--- src/rtl/mmio_uart_tx_if.sv ---
// Store-side bus between the single-cycle core and the MMIO UART transmitter.
// The core drives the store strobe, address and data; the peripheral answers with its select and read data.
interface mmio_uart_tx_if;
  logic        MemWrite;
  logic [31:0] ALUResult;
  logic [31:0] WriteData;
  logic        sel;
  logic [31:0] ReadData;

  modport master (
    output MemWrite,
    output ALUResult,
    output WriteData,
    input  sel,
    input  ReadData
  );

  modport slave (
    input  MemWrite,
    input  ALUResult,
    input  WriteData,
    output sel,
    output ReadData
  );
endinterface

--- src/rtl/mmio_uart_tx.sv ---
// Memory-mapped 8N1 UART transmitter: TXDATA/STATUS/CTRL window, TX FIFO, serialiser FSM.
module mmio_uart_tx #(
  parameter logic [31:0] BASE_ADDR    = 32'h0000_1000,
  parameter int          CLKS_PER_BIT = 16,
  parameter int          FIFO_DEPTH   = 8
) (
  input  logic           clk,
  input  logic           reset,
  mmio_uart_tx_if.slave  bus,
  output logic           tx,
  output logic           busy
);

  localparam int AW = $clog2(FIFO_DEPTH);
  localparam int BW = (CLKS_PER_BIT > 1) ? $clog2(CLKS_PER_BIT) : 1;

  localparam logic [BW-1:0] BAUD_ZERO = BW'(0);
  localparam logic [BW-1:0] BAUD_ONE  = BW'(1);
  localparam logic [BW-1:0] BAUD_LAST = BW'(CLKS_PER_BIT - 1);
  localparam logic [AW-1:0] PTR_ZERO  = AW'(0);
  localparam logic [AW-1:0] PTR_ONE   = AW'(1);
  localparam logic [AW:0]   CNT_ZERO  = (AW+1)'(0);
  localparam logic [AW:0]   CNT_ONE   = (AW+1)'(1);
  localparam logic [AW:0]   CNT_FULL  = (AW+1)'(FIFO_DEPTH);

  typedef enum logic [1:0] {
    S_IDLE  = 2'd0,
    S_START = 2'd1,
    S_DATA  = 2'd2,
    S_STOP  = 2'd3
  } state_e;

  state_e          state_q, state_d;
  logic [BW-1:0]   baud_q, baud_d;
  logic [2:0]      bit_q, bit_d;
  logic [7:0]      shift_q, shift_d;
  logic            tx_q, tx_d;
  logic [7:0]      mem_q [FIFO_DEPTH];
  logic [7:0]      mem_d [FIFO_DEPTH];
  logic [AW-1:0]   wr_q, wr_d;
  logic [AW-1:0]   rd_q, rd_d;
  logic [AW:0]     count_q, count_d;
  logic            ovf_q, ovf_d;
  logic            en_q, en_d;

  logic            sel_s;
  logic            wr_s;
  logic [1:0]      off_s;
  logic            push_req_s;
  logic            push_s;
  logic            pop_s;
  logic            ovf_set_s;
  logic            w1c_s;
  logic            ctrl_wr_s;
  logic            full_s;
  logic            empty_s;
  logic            can_pop_s;
  logic [31:0]     rdata_s;

  wire unused_bits_s = ^{bus.WriteData[31:8], bus.ALUResult[1:0]};

  // Address decode and register write strobes.
  always_comb begin
    sel_s      = (bus.ALUResult[31:4] == BASE_ADDR[31:4]);
    off_s      = bus.ALUResult[3:2];
    wr_s       = bus.MemWrite & sel_s;
    push_req_s = wr_s && (off_s == 2'd0);
    w1c_s      = wr_s && (off_s == 2'd1) && bus.WriteData[3];
    ctrl_wr_s  = wr_s && (off_s == 2'd2);
    full_s     = (count_q == CNT_FULL);
    empty_s    = (count_q == CNT_ZERO);
    can_pop_s  = en_q && !empty_s;
  end

  // FSM state register and serialiser datapath.
  always_ff @(posedge clk or posedge reset) begin
    if (reset) begin
      state_q <= S_IDLE;
      baud_q  <= BAUD_ZERO;
      bit_q   <= 3'd0;
      shift_q <= 8'h00;
      tx_q    <= 1'b1;
    end else begin
      state_q <= state_d;
      baud_q  <= baud_d;
      bit_q   <= bit_d;
      shift_q <= shift_d;
      tx_q    <= tx_d;
    end
  end

  // Next-state logic; a pop loads the shift register on the same edge it leaves IDLE or STOP.
  always_comb begin
    state_d = state_q;
    baud_d  = baud_q;
    bit_d   = bit_q;
    shift_d = shift_q;
    pop_s   = 1'b0;
    case (state_q)
      S_IDLE: begin
        if (can_pop_s) begin
          pop_s   = 1'b1;
          shift_d = mem_q[rd_q];
          baud_d  = BAUD_ZERO;
          bit_d   = 3'd0;
          state_d = S_START;
        end else begin
          state_d = S_IDLE;
        end
      end
      S_START: begin
        if (baud_q == BAUD_LAST) begin
          baud_d  = BAUD_ZERO;
          bit_d   = 3'd0;
          state_d = S_DATA;
        end else begin
          baud_d = baud_q + BAUD_ONE;
        end
      end
      S_DATA: begin
        if (baud_q == BAUD_LAST) begin
          baud_d  = BAUD_ZERO;
          shift_d = {1'b0, shift_q[7:1]};
          if (bit_q == 3'd7) begin
            bit_d   = 3'd0;
            state_d = S_STOP;
          end else begin
            bit_d = bit_q + 3'd1;
          end
        end else begin
          baud_d = baud_q + BAUD_ONE;
        end
      end
      S_STOP: begin
        if (baud_q == BAUD_LAST) begin
          baud_d = BAUD_ZERO;
          bit_d  = 3'd0;
          if (can_pop_s) begin
            pop_s   = 1'b1;
            shift_d = mem_q[rd_q];
            state_d = S_START;
          end else begin
            state_d = S_IDLE;
          end
        end else begin
          baud_d = baud_q + BAUD_ONE;
        end
      end
      default: begin
        state_d = S_IDLE;
        baud_d  = BAUD_ZERO;
        bit_d   = 3'd0;
      end
    endcase
  end

  // Line level follows the state being entered, so tx changes on the same edge as the FSM.
  always_comb begin
    tx_d = 1'b1;
    case (state_d)
      S_IDLE:  tx_d = 1'b1;
      S_START: tx_d = 1'b0;
      S_DATA:  tx_d = shift_d[0];
      S_STOP:  tx_d = 1'b1;
      default: tx_d = 1'b1;
    endcase
  end

  // FIFO, overflow flag and enable next values; a pop in the same cycle frees room for a push when full.
  always_comb begin
    push_s    = push_req_s && (!full_s || pop_s);
    ovf_set_s = push_req_s && full_s && !pop_s;
    mem_d     = mem_q;
    if (push_s) begin
      mem_d[wr_q] = bus.WriteData[7:0];
    end else begin
      mem_d[wr_q] = mem_q[wr_q];
    end
    wr_d = push_s ? (wr_q + PTR_ONE) : wr_q;
    rd_d = pop_s  ? (rd_q + PTR_ONE) : rd_q;
    case ({push_s, pop_s})
      2'b10:   count_d = count_q + CNT_ONE;
      2'b01:   count_d = count_q - CNT_ONE;
      default: count_d = count_q;
    endcase
    if (ovf_set_s) begin
      ovf_d = 1'b1;
    end else if (w1c_s) begin
      ovf_d = 1'b0;
    end else begin
      ovf_d = ovf_q;
    end
    if (ctrl_wr_s) begin
      en_d = bus.WriteData[0];
    end else begin
      en_d = en_q;
    end
  end

  // FIFO storage and control registers.
  always_ff @(posedge clk or posedge reset) begin
    if (reset) begin
      for (int i = 0; i < FIFO_DEPTH; i++) begin
        mem_q[i] <= 8'h00;
      end
      wr_q    <= PTR_ZERO;
      rd_q    <= PTR_ZERO;
      count_q <= CNT_ZERO;
      ovf_q   <= 1'b0;
      en_q    <= 1'b1;
    end else begin
      mem_q   <= mem_d;
      wr_q    <= wr_d;
      rd_q    <= rd_d;
      count_q <= count_d;
      ovf_q   <= ovf_d;
      en_q    <= en_d;
    end
  end

  // Combinational register read path, zero outside the window.
  always_comb begin
    rdata_s = 32'h0000_0000;
    if (sel_s) begin
      case (off_s)
        2'd1: begin
          rdata_s[0]      = full_s;
          rdata_s[1]      = empty_s;
          rdata_s[2]      = (state_q != S_IDLE);
          rdata_s[3]      = ovf_q;
          rdata_s[8+AW:8] = count_q;
        end
        2'd2:    rdata_s[0] = en_q;
        default: rdata_s = 32'h0000_0000;
      endcase
    end else begin
      rdata_s = 32'h0000_0000;
    end
  end

  assign bus.sel      = sel_s;
  assign bus.ReadData = rdata_s;
  assign tx           = tx_q;
  assign busy         = (state_q != S_IDLE) || !empty_s;

endmodule

--- src/flat_wrapper.sv ---
// flat-port wrapper written by rule: the top's interface ports become plain ports
module mmio_uart_tx_flat 
#(
  parameter logic [31:0] BASE_ADDR    = 32'h0000_1000,
  parameter int          CLKS_PER_BIT = 16,
  parameter int          FIFO_DEPTH   = 8
)
  (clk, reset, tx, busy, bus_MemWrite, bus_ALUResult, bus_WriteData, bus_sel, bus_ReadData);
  mmio_uart_tx_if bus_i ();
  input  logic clk;
  input  logic reset;
  output logic tx;
  output logic busy;
  input wire logic [$bits(bus_i.MemWrite)-1:0] bus_MemWrite;
  input wire logic [$bits(bus_i.ALUResult)-1:0] bus_ALUResult;
  input wire logic [$bits(bus_i.WriteData)-1:0] bus_WriteData;
  output wire logic [$bits(bus_i.sel)-1:0] bus_sel;
  output wire logic [$bits(bus_i.ReadData)-1:0] bus_ReadData;
  assign bus_i.MemWrite = bus_MemWrite;
  assign bus_i.ALUResult = bus_ALUResult;
  assign bus_i.WriteData = bus_WriteData;
  assign bus_sel = bus_i.sel;
  assign bus_ReadData = bus_i.ReadData;
  mmio_uart_tx #(.BASE_ADDR(BASE_ADDR), .CLKS_PER_BIT(CLKS_PER_BIT), .FIFO_DEPTH(FIFO_DEPTH)) u_core (.clk(clk), .reset(reset), .bus(bus_i), .tx(tx), .busy(busy));
endmodule
--- config.mk ---
export PLATFORM = sky130hd
export DESIGN_NAME = mmio_uart_tx_flat
export DESIGN_NICKNAME = d
export VERILOG_FILES = /design/src/rtl/mmio_uart_tx_if.sv /design/src/rtl/mmio_uart_tx.sv /design/src/flat_wrapper.sv
export SDC_FILE = /design/constraint.sdc
export NUM_CORES = 1
export LEC_CHECK = 0
export BUFFER_PORTS_ARGS = -buffer_cell sky130_fd_sc_hd__buf_2
export CAP_MARGIN = 5
export CORE_UTILIZATION = 50
export DETAILED_ROUTE_END_ITERATION = 12
export GPL_ROUTABILITY_DRIVEN = 0
export GPL_TIMING_DRIVEN = 0
export HOLD_SLACK_MARGIN = 0.03
export PLACE_DENSITY = 0.74
export RECOVER_POWER = 100
export SLEW_MARGIN = 0
export SYNTH_ARGS = -nofsm -noshare
export SYNTH_HDL_FRONTEND = slang
export SYNTH_SLANG_ARGS = --single-unit
--- constraint.sdc ---
create_clock -name clk -period 3.4 [get_ports clk]
set_clock_uncertainty 0.1 [all_clocks]
set_input_delay 0.17 -clock clk [delete_from_list [all_inputs] [get_ports clk]]
set_output_delay 0.17 -clock clk [all_outputs]
set_load 0.05 [all_outputs]
==> impl_metrics.env <==
export IMPL_synth_top_area_share_pct=40.8
export IMPL_grt_usage_pct=28.3
export IMPL_postRouteAntennaNets=0
export IMPL_leakagePower_nw=2.87
export IMPL_synth_seq_cells=94
export IMPL_peakVddDrop_mv=0.364
export IMPL_hold_ws_ps=78.2
export IMPL_finalSetupViolCount=0
export IMPL_min_to="u_core.ovf_q"
export IMPL_avgRoutedWirePerCell_um=19.4
export IMPL_die_w_um=108
export IMPL_grt_pass1_vias=4824
export IMPL_relSlewSlack_pct=-38.4
export IMPL_dieHeight_um=108
export IMPL_pwr_share_seq_pct=46.1
export IMPL_reg2reg_from="u_core.state_q[0]"
export IMPL_holdPathStages=4
export IMPL_antenna_found_initial=0
export IMPL_startpoint_type="flip-flop"
export IMPL_power_switching_uw=541
export IMPL_post_synth_top_count_cell="dfrtp_1"
export IMPL_yosys_top_cells_area="dfrtp_1, o31ai_1, mux4_2, nand2_1, ha_1"
export IMPL_crit_chain="ha_1 -> a41oi_2 -> o211ai_1 -> nand2_4 -> or2_1 -> ha_1 -> xor2_1 -> ha_1 -> a21oi_1 -> xor2_1 -> nor2_1 -> xor2_1"
export IMPL_grt_pass1_wl_um=24700
export IMPL_hp_class="input pin to flip-flop"
export IMPL_tightest_slew_ps=2070
export IMPL_pwr_share_clk_pct=48.0
export IMPL_cts_root_buf="clkbuf_16"
export IMPL_rows=38
export IMPL_maxCapViolations=1
export IMPL_io_buffers=51
export IMPL_cp_end_kind="flip-flop"
export IMPL_seq_area_frac_synth_pct=41.7
export IMPL_syn_avg_cell_area_um2=10.4
export IMPL_p_comb_share_pct=5.9
export IMPL_synth_edf_count=0
export IMPL_synth_area_mux_share_pct=11.3
export IMPL_wl_um=15200
export IMPL_h_tree_depth=3
export IMPL_fin_total_pwr_mw=2.43
export IMPL_synthAdderAreaFrac_pct=3.77
export IMPL_dp_hpwl_um=10600
export IMPL_synth_largest_area_cell="dfrtp_1"
export IMPL_cts_tree="yes"
export IMPL_area_growth_pct=15.6
export IMPL_rsz0062_at_grt="no"
export IMPL_clkLatencyLatePin_ps=340
export IMPL_crit_path_max_incr_delay_ps=420
export IMPL_async_flop_share_pct=100
export IMPL_grt_max_degree=50
export IMPL_start_util_pct=51.6
export IMPL_internal_power_mw=1.88
export IMPL_finalMaxSlewViolations=46
export IMPL_ys_flop_type="dfrtp_1"
export IMPL_r2r_end="u_core.count_q[2]"
export IMPL_route_detailed_drc=0
export IMPL_n_antenna_cell=0
export IMPL_via_count=4851
export IMPL_cts_buffers=9
export IMPL_reg2regPathDepth=12
export IMPL_clockBufferDepth=2
export IMPL_required_ps=3530
export IMPL_yosys_area_share_simple_pct=15.6
export IMPL_sw_frac_of_total_pct=22.3
export IMPL_syn_inst=545
export IMPL_status="complete, but fails checks"
export IMPL_synth_top_family_by_area="compound AO/OA/AOI/OAI gates"
export IMPL_nNetsFinal=718
export IMPL_ys_top_cells_by_count="dfrtp_1, nand2_1, o31ai_1, buf_4, o21ai_0"
export IMPL_cts_sinks=94
export IMPL_io_pins=102
export IMPL_startpoint="u_core.state_q[0]"
export IMPL_cp_slowest_cell="dfrtp_1"
export IMPL_dieArea_um2=11700
export IMPL_core_area_um2=10900
export IMPL_path_clk_slew_ps=70
export IMPL_hold_path_startpoint="bus_WriteData[3]"
export IMPL_ys_types=64
export IMPL_max_freq_mhz=318
export IMPL_fill_cells=942
export IMPL_synth_compound_area_share_pct=19.6
export IMPL_yosysWarnings=0
export IMPL_rrSetupSlack_ps=260
export IMPL_dr_first_iter_drc_count=448
export IMPL_finalCritPeriodShare_pct=92.4
export IMPL_firstDrtPassIters=5
export IMPL_post_drt_via_cell_ratio=6.23
export IMPL_hold_viol=0
export IMPL_syn_cell_area_um2=5640
export IMPL_critical_path_arrival_ps=3270
export IMPL_drive_gt1_share_pct=22.4
export IMPL_crit_type="flip-flop to flip-flop"
export IMPL_power_density_nw_per_um2=372
export IMPL_worstPathMaxFanout=6
export IMPL_min_period_ps=3140
export IMPL_grt_ovfl_total=0
export IMPL_violations="capacitance limit, slew limit"
export IMPL_synth_xor_area_share_pct=1.40
==> layout make-up <==
class                   instances  area, µm²  share of cell area (%)
multi-input cells             404       2980                    45.7
flip-flops and latches         94       2350                    36.1
plain buffers                  53        305                    4.68
repair buffers                 55        294                    4.51
clock buffers                   9        225                    3.45
well taps                     140        175                    2.69
clock inverters                 7        120                    1.84
inverters                      17       65.1                   0.998
==> registers in the layout (all words and copies together), names as in the netlist <==
signal / flops
u_core.mem_q: 64
u_core.ovf_q: 1
u_core.en_q: 1
u_core.bit_q: 3
u_core.tx: 1
u_core.rd_q: 3
u_core.state_q: 2
u_core.baud_q: 4
u_core.count_q: 4
u_core.shift_q: 8
u_core.wr_q: 3
==> kinds of logic after synthesis <==
kind of cell,Yosys count
XOR/XNOR,9
AO/OA/AOI/OAI,147
flip-flops,94
other,1
adder cells (fa/ha/maj),17
multiplexers,40
AND/OR/NAND/NOR,167
buffers and inverters,70
==> repair_timing <==
action	CTS	global route
hold buffers	2	0
endpoints found under the setup margin	2	0
gates resized for setup	2	0
hold endpoints to repair	46	0
buffers inserted	1	0
==> placed cells by master, fill, tap and decap left out, types with 5 or more instances in the layout <==
master	instances
dfrtp_1	92
clkbuf_1	25
buf_2	47
o31ai_1	58
mux2_2	7
conb_1	24
nand3_1	12
nor2_1	17
mux2i_1	14
clkbuf_16	9
nor3_1	8
o21ai_0	21
xnor2_1	5
a21oi_1	16
nand2_1	88
inv_1	15
buf_4	24
o31ai_2	8
buf_1	7
a22oi_1	15
and3_1	8
ha_1	17
mux4_2	18
==> power groups by stage <==
stage / combinational [mW] / sequential, mW / clock, mW
2_1_floorplan: 0.103 / 1.14 / 0
3_3_place_gp: 0.137 / 1.14 / 0
3_5_place_dp: 0.143 / 1.14 / 0
4_1_cts: 0.145 / 1.12 / 1.17
5_1_grt: 0.158 / 1.12 / 1.22
6_report: 0.144 / 1.12 / 1.16
==> stage by stage <==
step	setup slack [ps]	setup TNS [ps]	std cells	cell area, µm²	utilization, %
floorplan	438	0	568	5730	-
global route	43.9	0	779	6520	59.6
finish	259	0	779	6520	59.6
global placement	-378	-34250	759	6160	56.3
CTS	234	0	779	6580	60.1
detailed placement	-191	-214	760	6190	56.6
==> critical path, delay by kind of cell (launching register included) <==
family,cells,cell delay (ps)
adders and majority gates,3,780
AOI/OAI and AO/OA,3,810
DFF,1,420
xor gates and xnor gates,3,490
and+or+nand+nor,3,430
==> worst max-delay path by stage <==
stage	endpoint	slack, ps	cells past startpoint
final	u_core.count_q[2]	260	12
after CTS	u_core.count_q[2]	230	12
after global placement	u_core.bit_q[0]	-380	2
after global routing	u_core.count_q[2]	40	12
after floorplan	u_core.count_q[2]	440	12
after detailed placement	u_core.count_q[2]	-190	13
==> per-layer routing <==
metal	share of wire, %	track usage (%)	vias up
met2	48	45.7	267
met1	38	34.2	2370
met3	9.8	8.44	44
li1	-	-	2170
met5	0	0	-
met4	4.0	14.8	0
Note: power is estimated with default switching activity, not from simulation.
